File: config.mk
export PLATFORM = sky130hd
export DESIGN_NAME = mat_result_streamer_flat
export DESIGN_NICKNAME = d
export VERILOG_FILES = /design/src/rtl/mat_pkg.sv /design/src/rtl/mat_result_streamer_if.sv /design/src/rtl/mat_word_sel.sv /design/src/rtl/mat_result_streamer.sv /design/src/flat_wrapper.sv
export SDC_FILE = /design/constraint.sdc
export NUM_CORES = 1
export LEC_CHECK = 0
export ABC_CLOCK_PERIOD_IN_PS = 2800
export CELL_PAD_IN_SITES_DETAIL_PLACEMENT = 1
export CELL_PAD_IN_SITES_GLOBAL_PLACEMENT = 2
export CORE_MARGIN = 2
export CORE_UTILIZATION = 31
export CTS_BUF_LIST = sky130_fd_sc_hd__clkbuf_8
export CTS_CLUSTER_SIZE = 14
export DETAILED_ROUTE_END_ITERATION = 8
export MAX_ROUTING_LAYER = met4
export PLACE_DENSITY = 0.91
export SLEW_MARGIN = 40
export SYNTH_ARGS = -nofsm -noshare
export SYNTH_HDL_FRONTEND = slang
export SYNTH_SLANG_ARGS = --single-unit
File: constraint.sdc
create_clock -name clk -period 2.8 [get_ports clk]
set_input_delay 0.28 -clock clk [delete_from_list [all_inputs] [get_ports clk]]
set_output_delay 0.28 -clock clk [all_outputs]
set_load 0.03 [all_outputs]
File: src/rtl/mat_pkg.sv
`default_nettype none
// ============================================================================
// Module   : mat_pkg
// Brief    : Shared matrix widths, streamer state encoding and packed-matrix
//            slice helper used by both the load and the result-return paths.
// Revision : 1.0 - initial release
// ============================================================================
package mat_pkg;

    localparam int WIDTH    = 32;
    localparam int N        = 3;
    localparam int SEND_DET = 1;
    localparam int NWORDS   = N*N + SEND_DET;
    localparam int IDX_W    = 4;

    typedef enum logic [0:0] {
        ST_IDLE = 1'b0,
        ST_SEND = 1'b1
    } state_t;

    // Word 0 occupies the MSBs of a packed vector holding COUNT words.
    function automatic int elem_lsb(input int idx, input int count, input int width);
        return (count - 1 - idx) * width;
    endfunction

endpackage
`default_nettype wire

File: src/rtl/mat_result_streamer_if.sv
`default_nettype none
// ============================================================================
// Module   : mat_result_streamer_if
// Brief    : Valid/ready word stream carrying matrix results to the consumer.
// Revision : 1.0 - initial release
// ============================================================================
interface mat_result_streamer_if #(
    parameter int WIDTH = 32,
    parameter int IDX_W = 4
);
    logic [WIDTH-1:0] out_data;
    logic             out_valid;
    logic             out_ready;
    logic             out_last;
    logic [IDX_W-1:0] out_idx;

    modport master (
        output out_data,
        output out_valid,
        output out_last,
        output out_idx,
        input  out_ready
    );

    modport slave (
        input  out_data,
        input  out_valid,
        input  out_last,
        input  out_idx,
        output out_ready
    );
endinterface
`default_nettype wire

File: src/rtl/mat_word_sel.sv
`default_nettype none
// ============================================================================
// Module   : mat_word_sel
// Brief    : Combinational word mux over a packed bank (word 0 in the MSBs).
// Revision : 1.0 - initial release
// ============================================================================
module mat_word_sel #(
    parameter int WIDTH     = 32,
    parameter int NUM_WORDS = 10,
    parameter int IDX_W     = 4
) (
    input  wire [NUM_WORDS*WIDTH-1:0] i_bank,
    input  wire [IDX_W-1:0]           i_idx,
    output logic [WIDTH-1:0]          o_word
);
    import mat_pkg::*;

    logic [WIDTH-1:0] w_words [NUM_WORDS];

    for (genvar gi = 0; gi < NUM_WORDS; gi++) begin : g_words
        assign w_words[gi] = i_bank[elem_lsb(gi, NUM_WORDS, WIDTH) +: WIDTH];
    end

    // Indices past the bank read as zero so a one-past-the-end lookahead is harmless.
    always_comb begin
        o_word = '0;
        if (int'(i_idx) < NUM_WORDS) begin
            o_word = w_words[i_idx];
        end
    end
endmodule
`default_nettype wire

File: src/rtl/mat_result_streamer.sv
`default_nettype none
// ============================================================================
// Module   : mat_result_streamer
// Brief    : Captures the parallel result matrix and determinant, then streams
//            them out one word per beat over a valid/ready interface.
// Revision : 1.0 - initial release
// ============================================================================
module mat_result_streamer #(
    parameter int WIDTH    = mat_pkg::WIDTH,
    parameter int N        = mat_pkg::N,
    parameter int SEND_DET = mat_pkg::SEND_DET
) (
    input  wire                   clk,
    input  wire                   reset,
    input  wire                   start,
    input  wire [N*N*WIDTH-1:0]   MatrixIn,
    input  wire [WIDTH-1:0]       det_in,
    mat_result_streamer_if.master strm,
    output logic                  busy,
    output logic                  done,
    output logic [15:0]           LED
);
    import mat_pkg::*;

    localparam int               c_nwords   = N*N + SEND_DET;
    localparam int               c_nbank    = N*N + 1;
    localparam logic [IDX_W-1:0] c_last_idx = IDX_W'(c_nwords - 1);

    state_t                     r_state;
    state_t                     w_state_nxt;
    logic [c_nbank*WIDTH-1:0]   r_bank;
    logic [IDX_W-1:0]           r_idx;
    logic [IDX_W-1:0]           w_idx_nxt;
    logic [WIDTH-1:0]           r_data;
    logic [WIDTH-1:0]           w_data_nxt;
    logic                       r_done;
    logic                       w_done_nxt;
    logic                       w_capture;
    logic [c_nbank*WIDTH-1:0]   w_sel_bank;
    logic [IDX_W-1:0]           w_sel_idx;
    logic [WIDTH-1:0]           w_word;
    logic [15:0]                w_led_src;

    // On capture the first word comes straight from the inputs; otherwise look one ahead.
    assign w_capture  = (r_state == ST_IDLE) && start;
    assign w_sel_bank = w_capture ? {MatrixIn, det_in} : r_bank;
    assign w_sel_idx  = w_capture ? '0 : r_idx + IDX_W'(1);

    mat_word_sel #(
        .WIDTH     (WIDTH),
        .NUM_WORDS (c_nbank),
        .IDX_W     (IDX_W)
    ) u_word_sel (
        .i_bank (w_sel_bank),
        .i_idx  (w_sel_idx),
        .o_word (w_word)
    );

    if (WIDTH >= 16) begin : g_led_full
        assign w_led_src = r_data[15:0];
    end else begin : g_led_narrow
        assign w_led_src = 16'(r_data);
    end

    always_ff @(posedge clk or negedge reset) begin
        if (!reset) begin
            r_state <= ST_IDLE;
            r_idx   <= '0;
            r_data  <= '0;
            r_done  <= 1'b0;
            r_bank  <= '0;
        end else begin
            r_state <= w_state_nxt;
            r_idx   <= w_idx_nxt;
            r_data  <= w_data_nxt;
            r_done  <= w_done_nxt;
            if (w_capture) begin
                r_bank <= {MatrixIn, det_in};
            end
        end
    end

    always_comb begin
        w_state_nxt    = r_state;
        w_idx_nxt      = r_idx;
        w_data_nxt     = r_data;
        w_done_nxt     = 1'b0;
        strm.out_valid = 1'b0;
        busy           = 1'b0;
        case (r_state)
            ST_IDLE: begin
                if (start) begin
                    w_state_nxt = ST_SEND;
                    w_idx_nxt   = '0;
                    w_data_nxt  = w_word;
                end
            end
            ST_SEND: begin
                strm.out_valid = 1'b1;
                busy           = 1'b1;
                if (strm.out_ready) begin
                    if (r_idx == c_last_idx) begin
                        w_state_nxt = ST_IDLE;
                        w_idx_nxt   = '0;
                        w_data_nxt  = '0;
                        w_done_nxt  = 1'b1;
                    end else begin
                        w_idx_nxt  = r_idx + IDX_W'(1);
                        w_data_nxt = w_word;
                    end
                end
            end
            default: w_state_nxt = ST_IDLE;
        endcase
    end

    assign strm.out_data = r_data;
    assign strm.out_idx  = r_idx;
    assign strm.out_last = (r_state == ST_SEND) && (r_idx == c_last_idx);
    assign done          = r_done;
    assign LED           = (r_state == ST_SEND) ? w_led_src : 16'h0000;

endmodule
`default_nettype wire

File: src/flat_wrapper.sv
// flat-port wrapper written by rule: the top's interface ports become plain ports
module mat_result_streamer_flat import mat_pkg::*;
#(
    parameter int WIDTH    = mat_pkg::WIDTH,
    parameter int N        = mat_pkg::N,
    parameter int SEND_DET = mat_pkg::SEND_DET
)
  (clk, reset, start, MatrixIn, det_in, busy, done, LED, strm_out_data, strm_out_valid, strm_out_last, strm_out_idx, strm_out_ready);
  mat_result_streamer_if #(.WIDTH(WIDTH), .IDX_W(4)) strm_i ();
  input  wire clk;
  input  wire reset;
  input  wire start;
  input  wire [N*N*WIDTH-1:0] MatrixIn;
  input  wire [WIDTH-1:0] det_in;
  output logic busy;
  output logic done;
  output logic [15:0] LED;
  output wire logic [$bits(strm_i.out_data)-1:0] strm_out_data;
  output wire logic [$bits(strm_i.out_valid)-1:0] strm_out_valid;
  output wire logic [$bits(strm_i.out_last)-1:0] strm_out_last;
  output wire logic [$bits(strm_i.out_idx)-1:0] strm_out_idx;
  input wire logic [$bits(strm_i.out_ready)-1:0] strm_out_ready;
  assign strm_out_data = strm_i.out_data;
  assign strm_out_valid = strm_i.out_valid;
  assign strm_out_last = strm_i.out_last;
  assign strm_out_idx = strm_i.out_idx;
  assign strm_i.out_ready = strm_out_ready;
  mat_result_streamer #(.WIDTH(WIDTH), .N(N), .SEND_DET(SEND_DET)) u_core (.clk(clk), .reset(reset), .start(start), .MatrixIn(MatrixIn), .det_in(det_in), .strm(strm_i), .busy(busy), .done(done), .LED(LED));
endmodule
==> results of run 1 <==
-- final timing paths --
path                       slack, ps                              endpoint  cells past startpoint
setup / recovery                 170                                LED[5]                      4
hold reg to reg                  460          u_core.r_bank[249]$_DFF_PN0_                      2
min in group asynchronous        260           u_core.r_bank[52]$_DFF_PN0_                      2
max in group asynchronous       1620          u_core.r_bank[257]$_DFF_PN0_                      3
hold / removal                   170           u_core.r_bank[21]$_DFF_PN0_                      3
setup reg to reg                 250  u_core.strm.out_data[22]$_DFFE_PN0P_                      5
-- per-stage QoR --
stage,worst slack (ps),utilization (%),hold WS (ps)
4_1_cts,20.0,42.4,105
3_3_place_gp,191,39.8,360
3_5_place_dp,9.79,39.8,349
6_report,169,42.5,172
5_1_grt,42.1,42.5,154
2_1_floorplan,459,-,-15.6
-- cell usage after synthesis --
cell and number:
buf_1 5, xor2_2 1, and3_1 16, a211o_1 1, o22ai_1 15, a21oi_2 1
buf_6 1, a22o_1 1, nor2b_1 17, mux2_2 31, a21boi_0 1, mux2i_1 45
nand2b_1 19, xnor2_1 1, o211ai_1 16, clkinv_1 1, a21oi_1 15, nor2_1 23
nand3_1 35, inv_1 16, buf_2 83, a22oi_1 16, o21ai_1 10, dfrtp_1 358
buf_4 10, nor3_1 15, a221oi_1 30, nor3_2 1, nor4_1 15, nand3b_1 2
clkbuf_1 36, ha_1 2, a211oi_1 16, o21ai_2 1, and2_1 3, mux4_2 33
nand2_1 997, o21ai_0 28, nand4_1 1
-- final cells by class --
class                   instances  area [µm²]
well taps                     696         871
diodes                          9        22.5
inverters                      17        63.8
flip-flops and latches        358        8960
repair buffers                431        4340
multi-input cells            1408        7210
fillers                      6231       31000
clock buffers                  86        1180
clock inverters                29         203
-- kinds of logic after synthesis --
logic type / share of synthesized area, %
and+or+nand+nor: 27.0
DFF: 53.2
AOI/OAI and AO/OA: 6.08
buffers and inverters: 4.27
adders and majority gates: 0.149
xor gates and xnor gates: 0.149
muxes: 9.16
-- cell usage in the layout, fill, tap and decap left out, types with 2 or more instances in the layout --
cell / instances
nand3b_1: 2
o21ai_0: 28
and2_1: 3
mux4_2: 33
nor2_1: 23
nand2_1: 996
o22ai_1: 15
clkinv_2: 6
inv_1: 34
clkinvlp_4: 2
mux2_2: 31
nor4_1: 15
clkdlybuf4s50_1: 376
bufinv_16: 3
nand3_1: 35
mux2i_1: 45
a21oi_1: 15
o21ai_1: 10
nor2b_1: 16
nand2b_1: 17
clkbuf_8: 86
a211oi_1: 16
a221oi_1: 30
diode_2: 9
a22oi_1: 16
o211ai_1: 16
buf_4: 41
dfrtp_1: 357
buf_12: 10
nor3_1: 15
and3_1: 16
-- state kept, by name (all words and copies together), names as in the netlist --
register	cells
u_core.r_bank	320
u_core.strm.out_idx	4
u_core.strm.out_data	32
u_core.done	1
u_core.r_state	1
-- layer usage --
metal | vias to the layer above | routed length, µm | global-route usage (%)
met5 | - | 0 | -
met4 | 0 | 1590 | 7.79
met3 | 87 | 3360 | 4.19
met2 | 398 | 26700 | 33.1
met1 | 7267 | 28600 | 30.6
li1 | 6984 | - | -
-- worst min-delay path, stage by stage --
cell and delay, ps:
clkdlybuf4s50_1 400, nand2_1 60, nand2_1 40
-- where the power goes --
| part | internal, µW | switching (µW) | total [µW] |
|---|---|---|---|
| clock network | 3020 | 2330 | 5350 |
| registers | 7530 | 1420 | 8950 |
| logic | 4780 | 6530 | 11300 |
| total | 15300 | 10300 | 25600 |
-- repair_timing --
item	in CTS	in global routing
hold buffers	1	0
endpoints found under the setup margin	3	3
gates resized for setup	2	2
endpoints found under the hold margin	73	0
==> run metrics, run 1 <==
die area=roughly 56000 µm²; reg-to-reg startpoint=u_core.strm.out_idx[0]$_DFFE_PN0P_; Mapped Nets=between 2000 and 2500; Vias/cell=~5; setup TNS=0 ps; Hold Vio Cnt, Final=0; CP Data Required Time=2520 ps; hpwl dp=43.3 mm; pin count of the biggest net entering global routing=90; Mapped Avg Cell Area=approximately 8.8 µm²; Design Power=about 26000 µW; clk slew on worst S/H paths=approximately 60 ps; count of cell types in the netlist=39; initial antenna violation count=8; max cap viols=0; nets=approximately 2600; Via Count=approximately 15000; max-slew violation count=0; status=completed; area growth from synthesis to layout=35.7%; crit path buf inv count=3; WS Path Type=register to output port; clk sinks=roughly 360; final std cells w/o fill=slightly above 3000; Final Instance Area=roughly 23000 µm²; Synth top area share=between 50% and 60%; CP max stage cell=clkdlybuf4s50_1; DR WL/cell=a little under 20 µm; Worst Tran Pin Value=around 760 ps; number of global-route vias before repair=about 16000; fin crit share=94.0%; drt pass-1 iters=5; die height=~240 µm; Cell Area, Placed=around 21000 µm²; Buffers on Ports=around 380; crit path capture type=output port; htree depth=3; Residual DRC=0; root buf cell=clkbuf_8; GP Congestion=0.831; crit path launch=u_core.r_state$_DFF_PN0_; CP max FO=30; Clock Latency Late Sink=640 ps; Post-Route Skew=around 23 ps; crit path cell chain=buf_4 -> nand2_1 -> inv_1 -> clkdlybuf4s50_1; Hold Path Origin=det_in[21]; RSZ-0062 raised after global routing=no; LEAKAGE=~0.011 µW; dominant cells by area after synthesis=dfrtp_1 53%, nand2_1 22%, mux4_2 4.4%; Post-Synthesis Cells=about 1900; CTS max path bufs=3; layout cell share with drive strength beyond 1=under 10%; Post-CTS Setup Inserts=0; die width=around 240 µm; final setup vio count=0; CP max stage delay=680 ps; register area share after synthesis=53.2%; Mapped Area=about 17000 µm²; Max Clk Rate=approximately 380 MHz; WL final=roughly 60 mm; Max VDD drop=between 0.6 and 0.7 mV; GRT Util Overall=22.3%; Startpoint Class=register; Seq cells post-synth=around 360; CTS tree=yes; delay-heaviest family, CP=buffers and inverters; CTS Buf Count=67; IO Pins=between 300 and 400; worst rel slew slack=49.2%; Rows=85; global-route wire length before repair=around 94 mm; Core Area=53800 µm²; starting density of the core=31.3%; global route overflow=0; min Tclk post-route=about 2600 ps; number of DRC markers in iteration 0=between 700 and 800; arrival time of the worst setup path=around 2400 ps; Hold Path Class=input pin to register; post-synth top area cell=dfrtp_1; yosys warns=0; antenna-violating nets left=0; Cell Pwr Density=about 1100 nW/µm²; placed insts=2909
No activity file was read; power rests on OpenSTA's default activity.
==> inputs of run 2 (changes only) <==
- SKIP_CTS_REPAIR_TIMING: not set -> 1
==> run metrics, run 2 (same netlist as run 1, synthesis figures left out) <==
CP max stage cell=clkdlybuf4s50_1 (unchanged); Fillers=6229 (was 6231); arrival time of the worst setup path=2370 ps (was 2350 ps); WS Path Type=register to output port (unchanged); combinational power share=44.3% (was 44.2%); layout cell share with drive strength beyond 1=9.66% (was 9.62%); worst rel slew slack=49.0% (was 49.2%); GRT Util Overall=22.3% (unchanged); LEAKAGE=0.0111 µW (about the same); GP Congestion=0.831 (unchanged); crit path cell chain=buf_4 -> nand2_1 -> inv_1 -> clkdlybuf4s50_1 (unchanged); Cell Pwr Density=1120 nW/µm² (about the same); commonest non-fill, non-tap cell in the layout=nand2_1 (unchanged); DR WL/cell=20.0 µm (was 19.9 µm); Core Area=53800 µm² (unchanged); hold endpoint=u_core.r_bank[21]$_DFF_PN0_ (unchanged); CP max stage delay=690 ps (was 680 ps); area growth from synthesis to layout=35.8% (was 35.7%); crit path capture type=output port (unchanged); pin count of the biggest net entering global routing=90 (unchanged); clk slew on worst S/H paths=60 ps (about the same); Reg power frac=34.9% (was 35.0%); CP Data Required Time=2520 ps (about the same); min Tclk post-route=2650 ps (was 2630 ps); Vias/cell=4.90 (was 4.86); reg2reg setup slack=210 ps (was 250 ps); Residual DRC=0 (unchanged); Hold Vio Cnt, Final=0 (unchanged); Max VDD drop=0.466 mV (was 0.608 mV); Clk pwr share=20.9% (about the same); fin crit share=94.7% (was 94.0%); IO Pins=380 (unchanged); NetSw=10300 µW (about the same); reg-to-reg startpoint=u_core.strm.out_idx[0]$_DFFE_PN0P_ (unchanged); Via Count=14872 (was 14736); register area=8960 µm² (unchanged); starting density of the core=31.3% (unchanged); initial antenna violation count=8 (unchanged); RR Endpoint=u_core.strm.out_data[4]$_DFFE_PN0P_ (was u_core.strm.out_data[22]$_DFFE_PN0P_); number of global-route vias before repair=16142 (unchanged); Post-Route Skew=26.2 ps (was 23.3 ps); Startpoint Class=register (unchanged); RSZ-0062 raised after global routing=no (unchanged); die width=237 µm (unchanged); WL final=60.6 mm (was 60.3 mm); Largest Register=u_core.r_bank (unchanged); max cap viols=0 (unchanged); max reg flops=320 (unchanged); Worst Tran Pin Value=764 ps (was 762 ps); Design Power=25700 µW (was 25600 µW); root buf cell=clkbuf_8 (unchanged); delay-heaviest family, CP=buffers and inverters (unchanged); global route overflow=0 (unchanged); multi-input logic area=7210 µm² (unchanged); Switching Fraction=40.3% (was 40.2%); status=completed (unchanged); Max Clk Rate=377 MHz (was 380 MHz); most frequent cells in the layout=996 x nand2_1, 377 x clkdlybuf4s50_1, 357 x dfrtp_1 (was 996 x nand2_1, 376 x clkdlybuf4s50_1, 357 x dfrtp_1); CP max FO=30 (unchanged); Hold Path Depth=3 (unchanged); Final Hold Slack=166 ps (was 172 ps); CTS tree=yes (unchanged); clk sinks=358 (unchanged); placed insts=2909 (unchanged); final setup vio count=0 (unchanged); Hold Path Class=input pin to register (unchanged); Hold Path Origin=det_in[21] (unchanged); CTS max path bufs=3 (unchanged); Reg2Reg Depth=7 (was 5); Buffers on Ports=379 (unchanged); die height=237 µm (unchanged); max-slew violation count=0 (unchanged); nets=2610 (was 2609); drt pass-1 iters=7 (was 5); global-route wire length before repair=94.0 mm (unchanged); final std cells w/o fill=3034 (unchanged); htree depth=3 (unchanged); crit path buf inv count=3 (unchanged); die area=56200 µm² (unchanged); number of DRC markers in iteration 0=858 (was 785); Rows=85 (unchanged); hpwl dp=43.3 mm (unchanged); antenna-violating nets left=0 (unchanged); CTS Buf Count=67 (unchanged); Clock Latency Late Sink=640 ps (about the same); Power Internal=15400 µW (was 15300 µW)
-- run 2: cell count changes in the layout (fill, tap and decap cells not counted), sizes merged --
cell           previous run  this run
clkbuf                   86        87
clkdlybuf4s50           376       377
dlymetal6s2s              1         0
diode                     9         8
-- run 2: through the flow --
| stage | setup slack [ps] | setup TNS, ps | cell area (µm²) | util [%] |
|---|---|---|---|---|
| final | 149 | 0 | 22900 | 42.5 |
| after global routing | 42.1 | 0 | 22900 | 42.5 |
| after CTS | -30.8 | -53.4 | 22800 | 42.4 |
| after detailed placement | 9.79 | 0 | 21400 | 39.8 |
| after global placement | 191 | 0 | 21400 | 39.8 |
| after floorplan | 459 | 0 | 16800 | - |
-- run 2: worst min-delay path, stage by stage --
cell	delay, ps
clkdlybuf4s50_1	400
nand2_1	60
nand2_1	40
-- run 2: how the worst max path moves through the flow --
stage	slack [ps]	from	end	cells past startpoint
floorplan	460	u_core.strm.out_idx[1]$_DFFE_PN0P_	u_core.strm.out_data[10]$_DFFE_PN0P_	8
global placement	190	u_core.strm.out_idx[0]$_DFFE_PN0P_	u_core.strm.out_data[0]$_DFFE_PN0P_	7
detailed placement	10	u_core.strm.out_idx[0]$_DFFE_PN0P_	u_core.strm.out_data[4]$_DFFE_PN0P_	7
CTS	-30	u_core.strm.out_idx[0]$_DFFE_PN0P_	u_core.strm.out_data[4]$_DFFE_PN0P_	7
global route	40	u_core.r_state$_DFF_PN0_	LED[5]	4
finish	150	u_core.r_state$_DFF_PN0_	LED[5]	4
-- run 2: final cells by class --
type / instances / area share, %
Sequential cell: 358 / 39.2
Multi-Input combinational cell: 1408 / 31.5
Timing Repair Buffer: 432 / 19.1
Clock buffer: 86 / 5.17
Tap cell: 696 / 3.81
Clock inverter: 29 / 0.886
Inverter: 17 / 0.279
Antenna cell: 8 / 0.0875
-- run 2: power groups by stage --
stage	sequential (µW)	combinational [µW]	clock (µW)
after CTS	8940	11400	5530
after global placement	8830	11100	0
after detailed placement	9010	11300	0
after global routing	9250	12500	5770
final	8960	11400	5360
after floorplan	8950	6810	0
-- run 2: routing by layer --
metal / share of wire (%) / vias to the layer above / GRT usage [%] / routed length [µm]
li1: - / 6994 / - / -
met1: 47 / 7345 / 30.6 / 28500
met2: 44 / 441 / 33.1 / 27000
met3: 5.8 / 92 / 4.20 / 3540
met4: 2.8 / 0 / 7.79 / 1700
met5: 0 / - / - / 0
==> inputs of run 3 (changes only) <==
- CTS_CLUSTER_SIZE: 14 -> 30
==> results of run 3 <==
The final DEF is identical to that of run 2; final timing and power are the same.
